$ cat config.mk
export PLATFORM = sky130hd
export DESIGN_NAME = contador_bounce
export DESIGN_NICKNAME = d
export VERILOG_FILES = /design/src/rtl/contador_bounce.sv
export SDC_FILE = /design/constraint.sdc
export NUM_CORES = 1
export LEC_CHECK = 0
export CAP_MARGIN = 20
export CORE_MARGIN = 1
export CORE_UTILIZATION = 53
export DETAILED_ROUTE_END_ITERATION = 16
export PLACE_DENSITY_LB_ADDON = 0.12
export SLEW_MARGIN = 15
export SYNTH_ARGS = -nofsm -noshare
export SYNTH_HDL_FRONTEND = slang
export SYNTH_SLANG_ARGS = --single-unit
$ cat constraint.sdc
create_clock -name clock -period 3.1 [get_ports clock]
set_input_delay 0.31 -clock clock [delete_from_list [all_inputs] [get_ports clock]]
set_output_delay 0.31 -clock clock [all_outputs]
set_load 0.1 [all_outputs]
$ cat src/rtl/contador_bounce.sv
// Up/down counter with programmable bounds: wrap-up, wrap-down, bounce with endpoint dwell, hold.
// Successor of the fixed 4-bit ping-pong counter; used as a sequencer or address sweeper.
module contador_bounce #(
  parameter int unsigned WIDTH   = 4,
  parameter int unsigned DWELL_W = 4
) (
  input  logic               clock,
  input  logic               reset,
  input  logic               enable,
  input  logic [1:0]         mode,
  input  logic [WIDTH-1:0]   lim_min,
  input  logic [WIDTH-1:0]   lim_max,
  input  logic [DWELL_W-1:0] dwell,
  input  logic               load,
  input  logic [WIDTH-1:0]   load_value,
  output logic [WIDTH-1:0]   c,
  output logic               direcao,
  output logic               at_limit,
  output logic               turn,
  output logic               err
);

  typedef enum logic [1:0] {
    ModeUp     = 2'b00,
    ModeDown   = 2'b01,
    ModeBounce = 2'b10,
    ModeHold   = 2'b11
  } mode_e;

  localparam logic [WIDTH-1:0]   One    = WIDTH'(1);
  localparam logic [DWELL_W-1:0] DwOne  = DWELL_W'(1);

  logic [WIDTH-1:0]   c_q, c_d;
  logic               dir_q, dir_d;
  logic [DWELL_W-1:0] dwc_q, dwc_d;
  logic               turn_q, turn_d;
  mode_e              mode_s;
  logic               step_en, out_of_range, count_up;

  assign mode_s       = mode_e'(mode);
  assign err          = lim_min > lim_max;
  assign at_limit     = (c_q == lim_min) || (c_q == lim_max);
  assign step_en      = enable && !err && (mode_s != ModeHold);
  assign out_of_range = (c_q < lim_min) || (c_q > lim_max);
  // Direction used for out-of-range recovery follows the mode, not only direcao.
  assign count_up     = (mode_s == ModeUp) || ((mode_s == ModeBounce) && !dir_q);

  always_comb begin
    c_d    = c_q;
    dir_d  = dir_q;
    dwc_d  = dwc_q;
    turn_d = 1'b0;
    if (load) begin
      c_d   = load_value;
      dwc_d = '0;
    end else if (step_en) begin
      if (mode_s != ModeBounce) dwc_d = '0;
      if (out_of_range) begin
        c_d   = count_up ? lim_min : lim_max;
        dwc_d = '0;
      end else if (lim_min == lim_max) begin
        c_d = lim_min;
      end else begin
        case (mode_s)
          ModeUp: begin
            dir_d = 1'b0;
            if (c_q < lim_max) begin
              c_d = c_q + One;
            end else begin
              c_d    = lim_min;
              turn_d = 1'b1;
            end
          end
          ModeDown: begin
            dir_d = 1'b1;
            if (c_q > lim_min) begin
              c_d = c_q - One;
            end else begin
              c_d    = lim_max;
              turn_d = 1'b1;
            end
          end
          ModeBounce: begin
            if (!dir_q) begin
              if (c_q != lim_max) begin
                c_d = c_q + One;
              end else if (dwc_q < dwell) begin
                dwc_d = dwc_q + DwOne;
              end else begin
                dir_d  = 1'b1;
                c_d    = c_q - One;
                dwc_d  = '0;
                turn_d = 1'b1;
              end
            end else begin
              if (c_q != lim_min) begin
                c_d = c_q - One;
              end else if (dwc_q < dwell) begin
                dwc_d = dwc_q + DwOne;
              end else begin
                dir_d  = 1'b0;
                c_d    = c_q + One;
                dwc_d  = '0;
                turn_d = 1'b1;
              end
            end
          end
          default: begin
          end
        endcase
      end
    end
  end

  always_ff @(posedge clock or negedge reset) begin
    if (!reset) begin
      c_q    <= '0;
      dir_q  <= 1'b0;
      dwc_q  <= '0;
      turn_q <= 1'b0;
    end else begin
      c_q    <= c_d;
      dir_q  <= dir_d;
      dwc_q  <= dwc_d;
      turn_q <= turn_d;
    end
  end

  assign c       = c_q;
  assign direcao = dir_q;
  assign turn    = turn_q;

endmodule

Word level (Yosys, flattened, before mapping)
Index checks and enable logic that the tools add are counted.
- output and inout port bits: 8
- register bits: 10
- input bits: 22
- $lt $le $gt $ge: 6
- $add $sub $neg: 3
- equality and inequality tests: 11
- muxes and demuxes: 38
- reductions and logical operators: 14
- bitwise gates (word level): 3
- operators by type and width (cell ; count):
    $mux 4 ; 22
    $mux 1 ; 13
    $eq 4x4->1 ; 3
    $gt 4x4->1 ; 3
    $lt 4x4->1 ; 3
    $pmux 4 s3 ; 1
    $add 4x1->4 const B ; 2
    $ne 4x4->1 ; 2
    $ne 7x6->1 const B ; 1
    $ne 7x7->1 const B ; 1
    $pmux 1 s3 ; 2
    $reduce_bool 6->1 ; 1
    $reduce_and 5->1 ; 1
    $ne 2x2->1 const B ; 2
    $reduce_and 4->1 ; 1
    $sub 4x1->4 const B ; 1
    $logic_and 1x1->1 ; 3
    $logic_or 1x1->1 ; 3
    $not 1->1 ; 3
    $reduce_bool 3->1 ; 1
    $eq 2x1->1 const B ; 1
    $eq 2x2->1 const B ; 1
    $logic_not 1->1 ; 2
    $logic_not 2->1 ; 1
    $reduce_bool 2->1 ; 1

Depth between registers and ports, before layout
- depth after elaboration: 9
- depth in mapped cells: 10
- gate-level depth less buffers: 9

Worst setup path after synthesis
Ideal clock, no wire load.
- path type: flip-flop to flip-flop
- start point: register c_q[2], in the netlist c[2]
- end point: register c_q[1], in the netlist c[1]
- required time: 2.964 ns
- path slack: 0.050 ns
- buffers on the path: 0
- cell stages (with the launch flop): 9
- arrival time: 2.914 ns
- path through: dfrtp_1 ha_1 a21o_1 a211oi_4 o22ai_4 mux2_4 o221ai_2 o311a_1 o31ai_2
- longest elaborated chain between the ends: 8
- elaborated cells between the ends (all ways): 21
- ends and longest elaborated chain (what ; line ; text):
    start: declaration ; 33 ; logic [WIDTH-1:0] c_q, c_d;
    start signal: assignment ; 117 ; c_q <= '0;
    start signal: assignment ; 122 ; c_q <= c_d;
    parallel branches: the longest is 8 deep, another holds $gt 4x4->1 ; -- ;
Several ways; the timed one is not identified. The select of a mux whose other input is x is not followed.
A chain may end at the register's enable or synchronous reset.

Worst setup path in the final report
- start point: input lim_max[3]
- end point: register dwc_q[3]
- longest elaborated chain between the ends: 8
- elaborated cells between the ends (all ways): 16
- ends and longest elaborated chain (what ; line ; text):
    start: declaration ; 12 ; input logic [WIDTH-1:0] lim_max,
    $ne 4x4->1 ; 85 ; if (c_q != lim_max) begin
    $mux 4 ; 85 ;
    $mux 4 ; 84 ; if (!dir_q) begin
    $mux 4 ; 64 ; case (mode_s)
    $mux 4 ; 61 ; end else if (lim_min == lim_max) begin
    $mux 4 ; 58 ; if (out_of_range) begin
    $mux 4 ; 56 ; end else if (step_en) begin
    $mux 4 ; 53 ; if (load) begin
    end signal: assignment ; 124 ; dwc_q <= dwc_d;
    end: declaration ; 35 ; logic [DWELL_W-1:0] dwc_q, dwc_d;
Parallel ways exist; a longest one is shown, timed or not. The select of a mux whose other input is x is not followed.

==> results.ini <==
[floorplanning]
chipWidth_um = 57.6
dieArea_um2 = 3310
placementRows = 19
initial_core_util = 0.579
ios = 30
coreArea_um2 = 2830
die_y_um = 57.6

[sta]
setup_viol_count_final = 0
slew_headroom = 0.344
setup_tns_ns = 0
maxSlewViolCount = 0
fin_skew_ns = 0.00140
tightest_slew_ns = 0.980
fin_ws_ns = 0.292
min_period_over_period = 0.906
max_freq_ghz = 0.356
finalHoldViolCount = 0
final.min_clock_period_ns = 2.81
grt_setup_unrepaired = false

[clock_network]
holdBufCountCts = 0
clock-sinks = 10
post-cts-setup-buffers = 0
cts_tree = yes
cts_buffers = 3
clockBufferDepth = 2
htreeDepth = 1
clk_pin_slew_ns = 0.06
post_cts_resized = 0
cts_root_buffer = clkbuf_4
clk_latency_ns = 0.26

[global_route]
use_met3 = 0.00907
grt_use_total = 0.310
antenna_found_initial = 0
grt-busiest-layer = met2
met1_usage = 0.462
grt-ovfl-total = 0
grt_pass1_wl_mm = 8.00
grt_pass1_vias = 1681
grtUsageMet2 = 0.493
grt_max_degree = 17

[power]
seq_power_share = 0.202
swShare = 0.510
p_clk_frac = 0.129
internal_power_w = 0.000431
power_w = 0.000880
power.leakage_nw = 0.896
comb_power_share = 0.669
vdd.ir_drop.worst_mv = 0.240
switching_power_w = 0.000448
powerDensity_nw_per_um2 = 436

[placement]
gp_congestion = 0.912
dp_hpwl_mm = 3.87
place_ws_ns = 0.0787
numPortBuffers = 29
placed_cells = 264

[finish]
fillers = 226
instances_no_fill = 268
nNetsFinal = 282
drive_above_1_share = 0.143
diodes = 0
areaGrowthSynthToFinish_pct = 23.2
ff_latch_area_um2 = 250
multiInputGateArea_um2 = 1280

[synthesis]
syn_inst = 207
yosys_warnings = 0
synth_edf_count = 0
synth.distinct_cells = 54
synth_flop_cell = dfrtp_1
netlist_area_um2 = 1640
syn_area_per_cell_um2 = 7.91
synth-async-reset-ratio = 1.00
ys_ff_latch = 10
synth.most_common_cell = ha_1
synth_fp_nets = 251
yosys-top-cells-count = 22 x ha_1, 21 x nand2_1, 21 x nor2_1
yosysTopAreaCellShare = 0.168
yosysTopAreaCell = ha_1
netlist_top_cells_area = ha_1 17%, dfrtp_1 15%, mux2i_1 4.9%
ys_seq_area_frac = 0.153

[critical_path]
r2r_start = c[3]$_DFFE_PN0P_
startpoint = lim_max[3]
rr_worst_depth = 8
arrival_ns = 2.99
cp-endpoint = dwc_q[3]$_DFFE_PN0P_
r2r_end = dwc_q[3]$_DFFE_PN0P_
critical_path_class = input port to flip-flop
cp.required_ns = 3.28
end_kind = flip-flop
crit_path_max_fanout = 7
ff2ff_setup_slack_ns = 0.42
cp-start-kind = input port

[detailed_routing]
drcViolationCount = 3
drtAntennaViolNets = 0
vias = 1695
avgViaCountPerCell = 6.32
drtIter0Drc = 121
routedWlPerCell_um = 17.9
wl_mm = 4.79
firstDrtPassIters = 10

[status]
violations = DRC
outcome = finished with violations

[hold_path]
hold_path_class = input port to asynchronous set/reset pin

[run]
maxCapViolations = 0

## per-stage QoR
stage / hold slack, ns / util / instance area, um2
after CTS: 0.355 / 0.713 / 2020
after floorplan: 0.0144 / - / 1640
final: 0.345 / 0.713 / 2020
after global placement: 0.615 / 0.700 / 1980
after detailed placement: 0.632 / 0.700 / 1980
after global routing: 0.389 / 0.713 / 2020
## flip-flops by register name (all words and copies together), names as in the netlist
| register | cells |
|---|---|
| c | 4 |
| dwc_q | 4 |
| direcao | 1 |
| turn | 1 |
## cells by family after synthesis
| family | count (synthesis) | synth area share |
|---|---|---|
| flops | 10 | 0.153 |
| compound gates | 62 | 0.304 |
| buf+inv | 26 | 0.0619 |
| mux | 9 | 0.0581 |
| simple gates | 73 | 0.229 |
| xor+xnor | 5 | 0.0268 |
| fa+ha+maj | 22 | 0.168 |
## power groups by stage
stage	sequential (W)	clock [W]	combinational, W
floorplan	0.000263	0	0.000328
global placement	0.000178	0	0.000565
detailed placement	0.000179	0	0.000576
CTS	0.000176	0.000116	0.000579
global route	0.000180	0.000121	0.000626
finish	0.000178	0.000114	0.000588
## worst max-delay path, cell delays in order
cell	delay [ns]
clkdlybuf4s50_1	0.52
inv_1	0.10
ha_1	0.39
nand4_1	0.31
mux2i_1	0.25
nand2_1	0.16
or3_1	0.37
a21o_1	0.18
a211o_1	0.27
a21oi_2	0.12
## per-layer routing
metal  vias up  share of wire  wire, um
met5         -              0         0
met1       781           0.45      2140
met4         0          0.012        57
li1        821              -         -
met2        83           0.46      2200
met3        10          0.081       390
## final cells by class
type                    instances  area share
inverters                      17      0.0316
well taps                      31      0.0192
multi-input cells             171       0.637
clock buffers                   4      0.0180
flip-flops and latches         10       0.124
repair buffers                 35       0.170
## how the worst min path moves through the flow
stage                               from              endpoint  slack (ns)
floorplan                          reset      c[0]$_DFFE_PN0P_        0.01
global placement    dwc_q[3]$_DFFE_PN0P_  dwc_q[3]$_DFFE_PN0P_        0.61
detailed placement                 reset        turn$_DFF_PN0_        0.63
CTS                                reset   direcao$_DFFE_PN0P_        0.35
global route                       reset      c[1]$_DFFE_PN0P_        0.39
finish                             reset   direcao$_DFFE_PN0P_        0.34
## cells in the final DEF (no fill, tap or decap), types with 2 or more instances in the layout
cell	netlist	final
o22ai_1	2	2
nand2b_1	4	4
mux2i_1	8	8
a31oi_1	3	3
or3_1	2	2
buf_4	1	11
o21a_1	3	3
clkdlybuf4s50_1	0	22
nor3b_1	3	3
a211oi_1	2	2
nand2_1	21	21
and4_1	2	2
nor3_1	3	3
o21ai_0	14	14
nor2b_1	2	2
dfrtp_1	10	10
nand3_1	3	3
a21oi_2	2	2
nand4_1	4	4
nor2_1	21	21
a221oi_1	2	2
ha_1	22	22
o31ai_1	4	4
xor2_1	4	4
inv_1	17	17
clkbuf_4	0	3
or2_2	2	2
buf_12	0	2
o311a_1	2	2
a21oi_1	9	9
a21o_1	2	2
(Power assumes the default switching activity.)
